[config.mk]
export PLATFORM = sky130hd
export DESIGN_NAME = sum_display_driver_flat
export DESIGN_NICKNAME = d
export VERILOG_FILES = /design/src/rtl/sum_display_driver_if.sv /design/src/rtl/sum_display_driver.sv /design/src/flat_wrapper.sv
export SDC_FILE = /design/constraint.sdc
export NUM_CORES = 1
export LEC_CHECK = 0
export CELL_PAD_IN_SITES_DETAIL_PLACEMENT = 1
export CELL_PAD_IN_SITES_GLOBAL_PLACEMENT = 1
export CORE_MARGIN = 8
export CORE_UTILIZATION = 44
export DETAILED_ROUTE_END_ITERATION = 10
export PLACE_DENSITY_LB_ADDON = 0.1
export SYNTH_ARGS = -nofsm -noshare
export SYNTH_HDL_FRONTEND = slang
export SYNTH_SLANG_ARGS = --single-unit
[constraint.sdc]
create_clock -name clk -period 2.5 [get_ports clk]
set_clock_uncertainty 0.15 [all_clocks]
set_input_delay 0.5 -clock clk [delete_from_list [all_inputs] [get_ports clk]]
set_output_delay 0.5 -clock clk [all_outputs]
set_load 0.01 [all_outputs]
[src/rtl/sum_display_driver_if.sv]
// Sum capture/display bus between the adder-side controller and the display driver.
interface sum_display_driver_if;
  logic [4:0] sum_in;
  logic       load;
  logic       busy;
  logic [6:0] seg;
  logic [1:0] dig_sel;

  modport master (output sum_in, load, input busy, seg, dig_sel);
  modport slave  (input sum_in, load, output busy, seg, dig_sel);
endinterface

[src/rtl/sum_display_driver.sv]
// Captures a 5-bit sum, converts it to BCD with a sequential double-dabble engine
// and time-multiplexes the two digits onto a shared 7-segment bus.
module sum_display_driver #(
  parameter int unsigned REFRESH_DIV  = 1024,
  parameter bit          COMMON_ANODE = 1'b0
) (
  input  logic clk,
  input  logic rst_n,
  input  logic ena,
  sum_display_driver_if.slave bus
);
  localparam int unsigned CW = $clog2(REFRESH_DIV);
  localparam logic [CW-1:0] CNT_MAX = CW'(REFRESH_DIV - 1);

  typedef enum logic {IDLE, CONVERT} state_t;

  state_t        state, state_next;
  logic [4:0]    shift;
  logic [7:0]    bcd, bcd_adj, bcd_next;
  logic [2:0]    iter;
  logic [3:0]    tens, ones, digit;
  logic [CW-1:0] refresh_cnt;
  logic          digit_idx;
  logic [6:0]    seg_raw;
  logic [1:0]    dsel_raw;

  always_ff @(posedge clk or negedge rst_n) begin
    if (!rst_n)   state <= IDLE;
    else if (ena) state <= state_next;
  end

  always_comb begin
    state_next = state;
    case (state)
      IDLE:    if (bus.load) state_next = CONVERT;
      CONVERT: if (iter == 3'd1) state_next = IDLE;
      default: state_next = IDLE;
    endcase
  end

  // One double-dabble step: add-3 correction on each nibble, then shift {bcd,shift} left.
  always_comb begin
    bcd_adj[3:0] = (bcd[3:0] >= 4'd5) ? bcd[3:0] + 4'd3 : bcd[3:0];
    bcd_adj[7:4] = (bcd[7:4] >= 4'd5) ? bcd[7:4] + 4'd3 : bcd[7:4];
    bcd_next     = {bcd_adj[6:0], shift[4]};
  end

  always_ff @(posedge clk or negedge rst_n) begin
    if (!rst_n) begin
      shift <= '0;
      bcd   <= '0;
      iter  <= '0;
      tens  <= '0;
      ones  <= '0;
    end else if (ena) begin
      if (state == IDLE) begin
        if (bus.load) begin
          shift <= bus.sum_in;
          bcd   <= '0;
          iter  <= 3'd5;
        end
      end else begin
        shift <= {shift[3:0], 1'b0};
        bcd   <= bcd_next;
        iter  <= iter - 3'd1;
        // Display only takes the finished result, never intermediate scratch.
        if (iter == 3'd1) begin
          tens <= bcd_next[7:4];
          ones <= bcd_next[3:0];
        end
      end
    end
  end

  always_ff @(posedge clk or negedge rst_n) begin
    if (!rst_n) begin
      refresh_cnt <= '0;
      digit_idx   <= 1'b0;
    end else if (ena) begin
      if (refresh_cnt == CNT_MAX) begin
        refresh_cnt <= '0;
        digit_idx   <= ~digit_idx;
      end else begin
        refresh_cnt <= refresh_cnt + 1'b1;
      end
    end
  end

  always_comb begin
    digit = digit_idx ? tens : ones;
    case (digit)
      4'd0:    seg_raw = 7'h3F;
      4'd1:    seg_raw = 7'h06;
      4'd2:    seg_raw = 7'h5B;
      4'd3:    seg_raw = 7'h4F;
      4'd4:    seg_raw = 7'h66;
      4'd5:    seg_raw = 7'h6D;
      4'd6:    seg_raw = 7'h7D;
      4'd7:    seg_raw = 7'h07;
      4'd8:    seg_raw = 7'h7F;
      4'd9:    seg_raw = 7'h6F;
      default: seg_raw = 7'h00;
    endcase
    if (digit_idx && tens == 4'd0) seg_raw = 7'h00;
    dsel_raw    = digit_idx ? 2'b10 : 2'b01;
    bus.busy    = (state == CONVERT);
    bus.seg     = COMMON_ANODE ? ~seg_raw  : seg_raw;
    bus.dig_sel = COMMON_ANODE ? ~dsel_raw : dsel_raw;
  end
endmodule

[src/flat_wrapper.sv]
// flat-port wrapper written by rule: the top's interface ports become plain ports
module sum_display_driver_flat 
#(
  parameter int unsigned REFRESH_DIV  = 1024,
  parameter bit          COMMON_ANODE = 1'b0
)
  (clk, rst_n, ena, bus_sum_in, bus_load, bus_busy, bus_seg, bus_dig_sel);
  sum_display_driver_if bus_i ();
  input  logic clk;
  input  logic rst_n;
  input  logic ena;
  input wire logic [$bits(bus_i.sum_in)-1:0] bus_sum_in;
  input wire logic [$bits(bus_i.load)-1:0] bus_load;
  output wire logic [$bits(bus_i.busy)-1:0] bus_busy;
  output wire logic [$bits(bus_i.seg)-1:0] bus_seg;
  output wire logic [$bits(bus_i.dig_sel)-1:0] bus_dig_sel;
  assign bus_i.sum_in = bus_sum_in;
  assign bus_i.load = bus_load;
  assign bus_busy = bus_i.busy;
  assign bus_seg = bus_i.seg;
  assign bus_dig_sel = bus_i.dig_sel;
  sum_display_driver #(.REFRESH_DIV(REFRESH_DIV), .COMMON_ANODE(COMMON_ANODE)) u_core (.clk(clk), .rst_n(rst_n), .ena(ena), .bus(bus_i));
endmodule
# Word-level counts from Yosys, hierarchy flattened
# Memory sizes are Yosys's and may differ from the RTL's.
# Cells that the tools add are included.
# word_totals
ff_bits	36
mem_bits_ro	112
in_bits	9
output_inout_bits	10
memories	1
# memory_table
name	depth	word_bits	rd	rd_ports_with_merged_regs	write_ports	line	source
(no name shown)	16	7	1	0	0	sum_display_driver.sv:91	case (digit)
# classes
n_addsub	4
magnitude_cmp	2
eq_ne	2
muxes	15
bitwise	2
reduce_logical	6
# ops
op	count
$mux 8	2
$add 10x1->10 const B	1
$eq 10x10->1 const B	1
$mux 10	1
$mux 5	2
$mux 3	3
$ge 4x3->1 const B	2
$mux 4	2
$mux 7	1
$add 4x2->4 const B	1
$logic_not 4->1	1
$reduce_and 2->1	2
$add 3x2->3 const B	1
$eq 3x1->1 const B	1
$reduce_and 3->1	1
$sub 3x1->3 const B	1
$mux 1	2
$mux 2	1
$not 1->1	2
$pmux 1 s2	1
$reduce_bool 2->1	1
$logic_and 1x1->1	1

# Logic depth before layout (Yosys ltp)
# Gate-level depths: netlist (run 1).
# logic_depth
depth_word	3
mapped_depth	7

# Worst setup path after synthesis (run 1)
# OpenSTA, ideal clock, no wires.
# synth_path
path_type	flip-flop to output port
from	register u_core.digit_idx
to	output bus_seg[0]
arrival_ns	1.532
path_slack_ns	0.318
stages_incl_launch_ff	8
path_cell_list	dfrtp_1 > buf_6 > mux2i_1 > inv_1 > ha_1 > nor2_1 > o21ai_1 > a21oi_1
# synth_between
elab_chain_cells	3
# synth_rtl
item	line	source
start, declared	sum_display_driver.sv:23	logic digit_idx;
start signal, assigned	sum_display_driver.sv:82	digit_idx <= ~digit_idx;
$mux 4	sum_display_driver.sv:90	digit = digit_idx ? tens : ones;
$mem_v2 16x7	--	
$mux 7 (*)	sum_display_driver.sv:104	if (digit_idx && tens == 4'd0) seg_raw = 7'h00;
end, declared	flat_wrapper.sv:15	output wire logic [$bits(bus_i.seg)-1:0] bus_seg;
# Mark *: on every way between the ends. The rest lies on a longest branch, timed or not.

# Worst setup path after layout (run 1)
# Ends and elaborated chain as after synthesis.

==> flow_metrics.py, run 1 <==
metrics = {
    "timing": {
        "drv_slew": 0,
        "rsz0062_at_grt": "yes",
        "final-hold-violation-count": 0,
        "slew_headroom_pct": 53.7,
        "worstMarginPinSlew_ps": 694,
        "setup_viol": 2,
        "worst_slack_ps": -94.8,
        "fmaxAchievable_mhz": 385,
        "period_share_pct": 104,
        "finalCriticalPeriod_ps": 2590,
    },
    "layout": {
        "layout_commonest_cell": "dfrtp_1",
        "finalNetCount": 270,
        "multi_input_area_mm2": 0.00111,
        "layout_common_cells": "35 x dfrtp_1, 33 x nand2_1, 21 x o21ai_0, 13 x inv_1, 12 x buf_4",
        "fin_util_pct": 56.6,
        "diodes": 0,
        "finalNonFillerCells": 302,
        "synthToLayoutAreaGrowth_pct": 22.5,
        "drive_above_1_share_pct": 21.6,
        "fillers": 524,
        "regArea_um2": 902,
    },
    "yosys": {
        "syn_avg_cell_area_um2": 9.39,
        "syn_inst": 217,
        "syn_nets": 238,
        "ys_warn_count": 0,
        "async_flop_share_pct": 100,
        "synthFlopType": "dfrtp_1",
        "seq_area_frac_synth_pct": 44.2,
        "synth.distinct_cells": 44,
        "synth_edf_count": 0,
        "syn_area_mm2": 0.00204,
        "ys_seq_elements": 36,
    },
    "worst_setup_path": {
        "startpoint_type": "flop",
        "r2r-end": "u_core.ones[2]",
        "crit_type": "flop to output pin",
        "worst-r2r-cell-count": 6,
        "path_max_fanout": 6,
        "critPathArrivalTime_ps": 1940,
        "required_ps": 1850,
        "critPathCaptureType": "output pin",
        "ff2ff_setup_slack_ps": 590,
        "timing.rr.start": "u_core.bcd[0]",
    },
    "power": {
        "seqPwrFrac_pct": 35.8,
        "p_per_area_mw_per_mm2": 1150,
        "p_clk_share_pct": 14.6,
        "power.share.combinational_pct": 49.6,
        "p_total_uw": 2870,
        "internal-power_uw": 1660,
        "power.share.switching_pct": 42.2,
        "switchingPower_uw": 1210,
        "peakVddDrop_mv": 0.504,
        "p_leak_uw": 0.00114,
    },
    "run_status": {
        "violations": "setup timing",
        "outcome": "finished with violations",
    },
    "clock_tree": {
        "cts_made_buffers": 5,
        "path_clk_slew_ps": 70,
        "clock_sinks": 36,
        "hold_buffers": 0,
        "htreeDepth": 2,
        "clockBufferDepth": 2,
        "root_buffer": "clkbuf_8",
        "clkLatencyLatePin_ps": 280,
        "cts_tree": "yes",
    },
    "min_path": {
        "hold_path_depth": 2,
        "hp-start": "u_core.shift[2]",
        "whs_endpoint": "u_core.shift[2]",
        "hold_path_class": "flop to flop",
    },
    "placed_design": {
        "dp.cells": 287,
        "hpwl_um": 3660,
        "gp_congestion": 0.770,
        "portBuffers": 18,
    },
    "grt": {
        "grt_first_pass_wirelength_um": 8450,
        "grt_max_degree": 37,
        "grtUsageTotal_pct": 14.6,
        "grt_pass1_vias": 1725,
        "antenna_found_initial": 0,
        "grt_overflow_total": 0,
    },
    "routing": {
        "wl_um": 5020,
        "drtAntennaViolNets": 0,
        "drc_errors": 0,
        "drt_iter0_drc": 47,
        "viasPerCell": 5.43,
        "wire_per_inst_um": 16.6,
        "vias": 1639,
        "drtPass1Iterations": 4,
    },
    "floorplan": {
        "dieHeight_um": 84.1,
        "start_util_pct": 46.2,
        "fp.coreArea_mm2": 0.00441,
        "dieArea_mm2": 0.00707,
        "rows": 24,
        "die_w_um": 84.1,
        "ios": 19,
    },
    "job": {
        "drv_cap": 0,
    },
}
layout make-up:
| cell class | instances | share of cell area, % |
|---|---|---|
| Timing Repair Buffer | 33 | 11.1 |
| Sequential cell | 36 | 36.1 |
| Tap cell | 52 | 2.61 |
| Multi-Input combinational cell | 159 | 44.4 |
| Clock buffer | 8 | 3.61 |
| Inverter | 14 | 2.10 |
cells in the mapped netlist (all sizes together), types with 2 or more instances:
cell | n | share of area, %
dfrtp | 36 | 44
nand2 | 33 | 6.1
mux2i | 10 | 5.7
o22ai | 2 | 0.61
nor2 | 14 | 2.9
nand4 | 4 | 1.8
a21oi | 11 | 2.7
clkbuf | 2 | 0.37
nor3b | 2 | 0.74
or3 | 2 | 0.61
o21ai | 32 | 8.0
buf | 6 | 1.9
or2 | 2 | 0.74
nand2b | 2 | 0.61
inv | 14 | 2.6
ha | 12 | 7.4
nand3 | 6 | 1.7
xnor2 | 6 | 2.6
nor3 | 2 | 0.49
xor2 | 3 | 1.3
mux2 | 4 | 2.4
critical path, cell delays in order (launching register included):
cell,delay [ps]
dfrtp_2,470
buf_6,150
mux2_4,340
or3_4,400
a21oi_2,150
buf_2,150
cell families (layout without fill, tap and decap cells):
kind of cell,after synthesis,in the layout,synth area share [%]
compound gates,52,52,14.1
simple gates,72,72,17.5
xor+xnor,9,9,3.87
fa+ha+maj,12,12,7.37
buf+inv,22,55,4.85
mux,14,14,8.10
flops,36,36,44.2
per-layer routing:
metal / vias up / wire [um] / global-route usage [%]
li1: 807 / - / -
met5: - / 0 / 0
met1: 805 / 2170 / 16.8
met2: 19 / 2650 / 25.3
met3: 8 / 116 / 3.22
met4: 0 / 84 / 5.65
power groups by stage:
stage | Clock [uW] | Sequential (uW) | Combinational, uW
6_report | 418 | 1030 | 1420
3_5_place_dp | 0 | 1020 | 1390
2_1_floorplan | 0 | 952 | 871
3_3_place_gp | 0 | 1000 | 1250
4_1_cts | 439 | 1030 | 1380
5_1_grt | 465 | 1060 | 1570
stage by stage:
stage	instance area [um^2]	TNS, ps	hold slack [ps]	setup WS (ps)
CTS	2460	-81.4	355	-81.4
global route	2500	-664	392	-165
global placement	2300	-531	312	-160
detailed placement	2300	-1530	335	-370
finish	2500	-114	345	-94.8
floorplan	2040	0	54.4	318
repair_timing:
item / CTS / global route
setup buffers: 5 / 2
pin swaps: 4 / 2
setup endpoints to repair: 7 / 7
gates resized for setup: 43 / 5
how the worst max path moves through the flow:
stage | from | end | slack [ps] | depth (start not counted)
after floorplan | u_core.digit_idx | bus_seg[0] | 320 | 7
after global placement | u_core.digit_idx | bus_seg[0] | -160 | 7
after CTS | u_core.digit_idx | bus_seg[0] | -80 | 8
after global routing | u_core.digit_idx | bus_seg[0] | -160 | 8
after detailed placement | u_core.digit_idx | bus_seg[0] | -370 | 7
final | u_core.digit_idx | bus_seg[0] | -90 | 5
sequential cells by signal (all words and copies together) (netlist names):
name and count:
u_core.digit_idx 1, u_core.refresh_cnt 10, u_core.shift 5, u_core.iter 3, u_core.ones 4, u_core.tens 4, u_core.bus.busy 1, u_core.bcd 8
(Power assumes the default switching activity.)
==> run 2: changes to the inputs <==
Settings changed: CORE_UTILIZATION 44 to 35, PLACE_DENSITY set to 0.68, PLACE_DENSITY_LB_ADDON 0.1 to not set.
==> flow_metrics.py, run 2 (synthesized netlist as in run 1, its figures left out) <==
metrics = {
    "placed_design": {
        "gp_congestion": 0.768,
        "hpwl_um": 3350,
        "dp.cells": 314,
        "portBuffers": 18,
        "place_ws_ps": -203,
    },
    "timing": {
        "worst_slack_ps": -60.8,
        "final-hold-violation-count": 0,
        "drv_slew": 0,
        "slew_headroom_pct": 53.3,
        "period_share_pct": 102,
        "fmaxAchievable_mhz": 391,
        "finalCriticalPeriod_ps": 2560,
        "worstMarginPinSlew_ps": 701,
        "rsz0062_at_grt": "yes",
        "setup_viol": 2,
    },
    "layout": {
        "fillers": 645,
        "drive_above_1_share_pct": 24.9,
        "finalNetCount": 274,
        "diodes": 0,
        "largestRegisters": "u_core.refresh_cnt: 10 flops, u_core.bcd: 8 flops, u_core.shift: 5 flops",
        "largest_reg_flops": 10,
        "synthToLayoutAreaGrowth_pct": 27.9,
        "largest-register": "u_core.refresh_cnt",
        "layout_commonest_cell": "dfrtp_1",
        "layout_common_cells": "36 x dfrtp_1, 33 x nand2_1, 20 x o21ai_0, 14 x buf_4, 12 x inv_1",
        "finalNonFillerCells": 325,
    },
    "worst_setup_path": {
        "max_stage_delay_ps": 410,
        "crit_buf_inv": 3,
        "path_max_fanout": 5,
        "startpoint_type": "flop",
        "crit_chain": "buf_6, mux2i_4, buf_4, ha_4, or3_4, a21oi_2, buf_2",
        "crit_type": "flop to output pin",
        "cp_slowest_cell": "dfrtp_1",
        "critPathCaptureType": "output pin",
        "required_ps": 1850,
        "critPathTopFamily": "buffers and inverters",
        "critPathArrivalTime_ps": 1910,
    },
    "power": {
        "seqPwrFrac_pct": 35.6,
        "peakVddDrop_mv": 0.443,
        "power.share.switching_pct": 42.0,
        "p_per_area_mw_per_mm2": 1110,
        "p_clk_share_pct": 13.7,
        "p_leak_uw": 0.00117,
        "internal-power_uw": 1690,
        "switchingPower_uw": 1220,
        "power.share.combinational_pct": 50.8,
    },
    "routing": {
        "drtPass1Iterations": 4,
        "viasPerCell": 4.98,
        "wire_per_inst_um": 14.7,
        "vias": 1617,
        "drt_iter0_drc": 31,
        "drc_errors": 0,
        "drtAntennaViolNets": 0,
        "wl_um": 4770,
    },
    "grt": {
        "grt_pass1_vias": 1769,
        "antenna_found_initial": 0,
        "grt_overflow_total": 0,
        "grtUsageTotal_pct": 11.7,
        "grt_first_pass_wirelength_um": 8250,
        "grt_max_degree": 37,
    },
    "floorplan": {
        "rows": 27,
        "die_w_um": 92.3,
        "start_util_pct": 36.6,
        "ios": 19,
        "dieHeight_um": 92.3,
        "dieArea_mm2": 0.00852,
        "fp.coreArea_mm2": 0.00557,
    },
    "clock_tree": {
        "clock_sinks": 36,
        "cts_made_buffers": 5,
        "htreeDepth": 2,
        "cts_tree": "yes",
        "clkLatencyLatePin_ps": 290,
        "root_buffer": "clkbuf_8",
        "hold_buffers": 0,
        "clockBufferDepth": 2,
        "path_clk_slew_ps": 70,
    },
    "run_status": {
        "violations": "setup timing",
        "outcome": "finished with violations",
    },
    "job": {
        "drv_cap": 0,
    },
    "min_path": {
        "hold_path_class": "flop to flop",
    },
}
-- run 2: cell types whose count changed in the layout (fill, tap and decap cells not counted), moves of 2 or more --
cell / before / now
ha_4: 1 / 5
buf_6: 2 / 5
ha_1: 9 / 7
clkbuf_1: 2 / 0
ha_2: 2 / 0
buf_4: 12 / 14
-- run 2: routing by layer --
layer / up-vias / share of wire, % / global-route usage [%]
li1: 812 / - / -
met1: 778 / 46 / 13.8
met2: 22 / 49 / 19.9
met3: 5 / 3.8 / 3.55
met5: - / 0 / 0
met4: 0 / 1.3 / 3.62
-- run 2: final cells by class --
cell class                      count  area, um^2  area share, %
Tap cell                           72        90.1           3.46
Sequential cell                    36         901           34.6
Inverter                           14        52.6           2.02
Timing Repair Buffer               37         307           11.8
Clock inverter                      2        12.5          0.480
Clock buffer                        5        68.8           2.64
Multi-Input combinational cell    159        1170           45.1
-- run 2: metrics by stage --
step	TNS (ps)	utilization (%)	total power [uW]	hold slack (ps)	instance area (um^2)
2_1_floorplan	0	-	1820	54.4	2040
3_3_place_gp	-489	42.6	2350	316	2370
3_5_place_dp	-867	42.6	2390	321	2370
4_1_cts	-71.7	45.0	2810	339	2510
5_1_grt	-578	46.8	3170	372	2610
6_report	-87.4	46.8	2910	331	2610
-- run 2: worst min-delay path, delay by kind of cell, from the launching register on --
kind	cells	cell delay, ps
flops	1	340
compound gates	1	60
simple gates	1	40
-- run 2: power groups by stage --
stage | Clock, uW | Combinational [uW] | Sequential (uW)
after floorplan | 0 | 871 | 952
after global placement | 0 | 1330 | 1030
after detailed placement | 0 | 1360 | 1040
after CTS | 412 | 1360 | 1030
after global routing | 436 | 1670 | 1070
final | 397 | 1480 | 1030
-- run 2: worst paths after layout --
| path | from | end | slack [ps] | cells after the start |
|---|---|---|---|---|
| min | u_core.shift[3] | u_core.shift[3] | 330 | 2 |
| max in group asynchronous | rst_n | u_core.ones[2] | 1390 | 2 |
| max reg2reg | u_core.bcd[0] | u_core.ones[2] | 670 | 6 |
| max | u_core.digit_idx | bus_seg[0] | -60 | 7 |
| min in group asynchronous | rst_n | u_core.refresh_cnt[6] | 470 | 2 |
| min reg2reg | u_core.shift[3] | u_core.shift[3] | 330 | 2 |
-- run 2: repair_timing --
action,4_1_cts,5_1_grt
resized for setup,36,25
endpoints found under the setup margin,7,7
hold endpoints to repair,0,0
pin swaps,4,7
buffers inserted,3,1
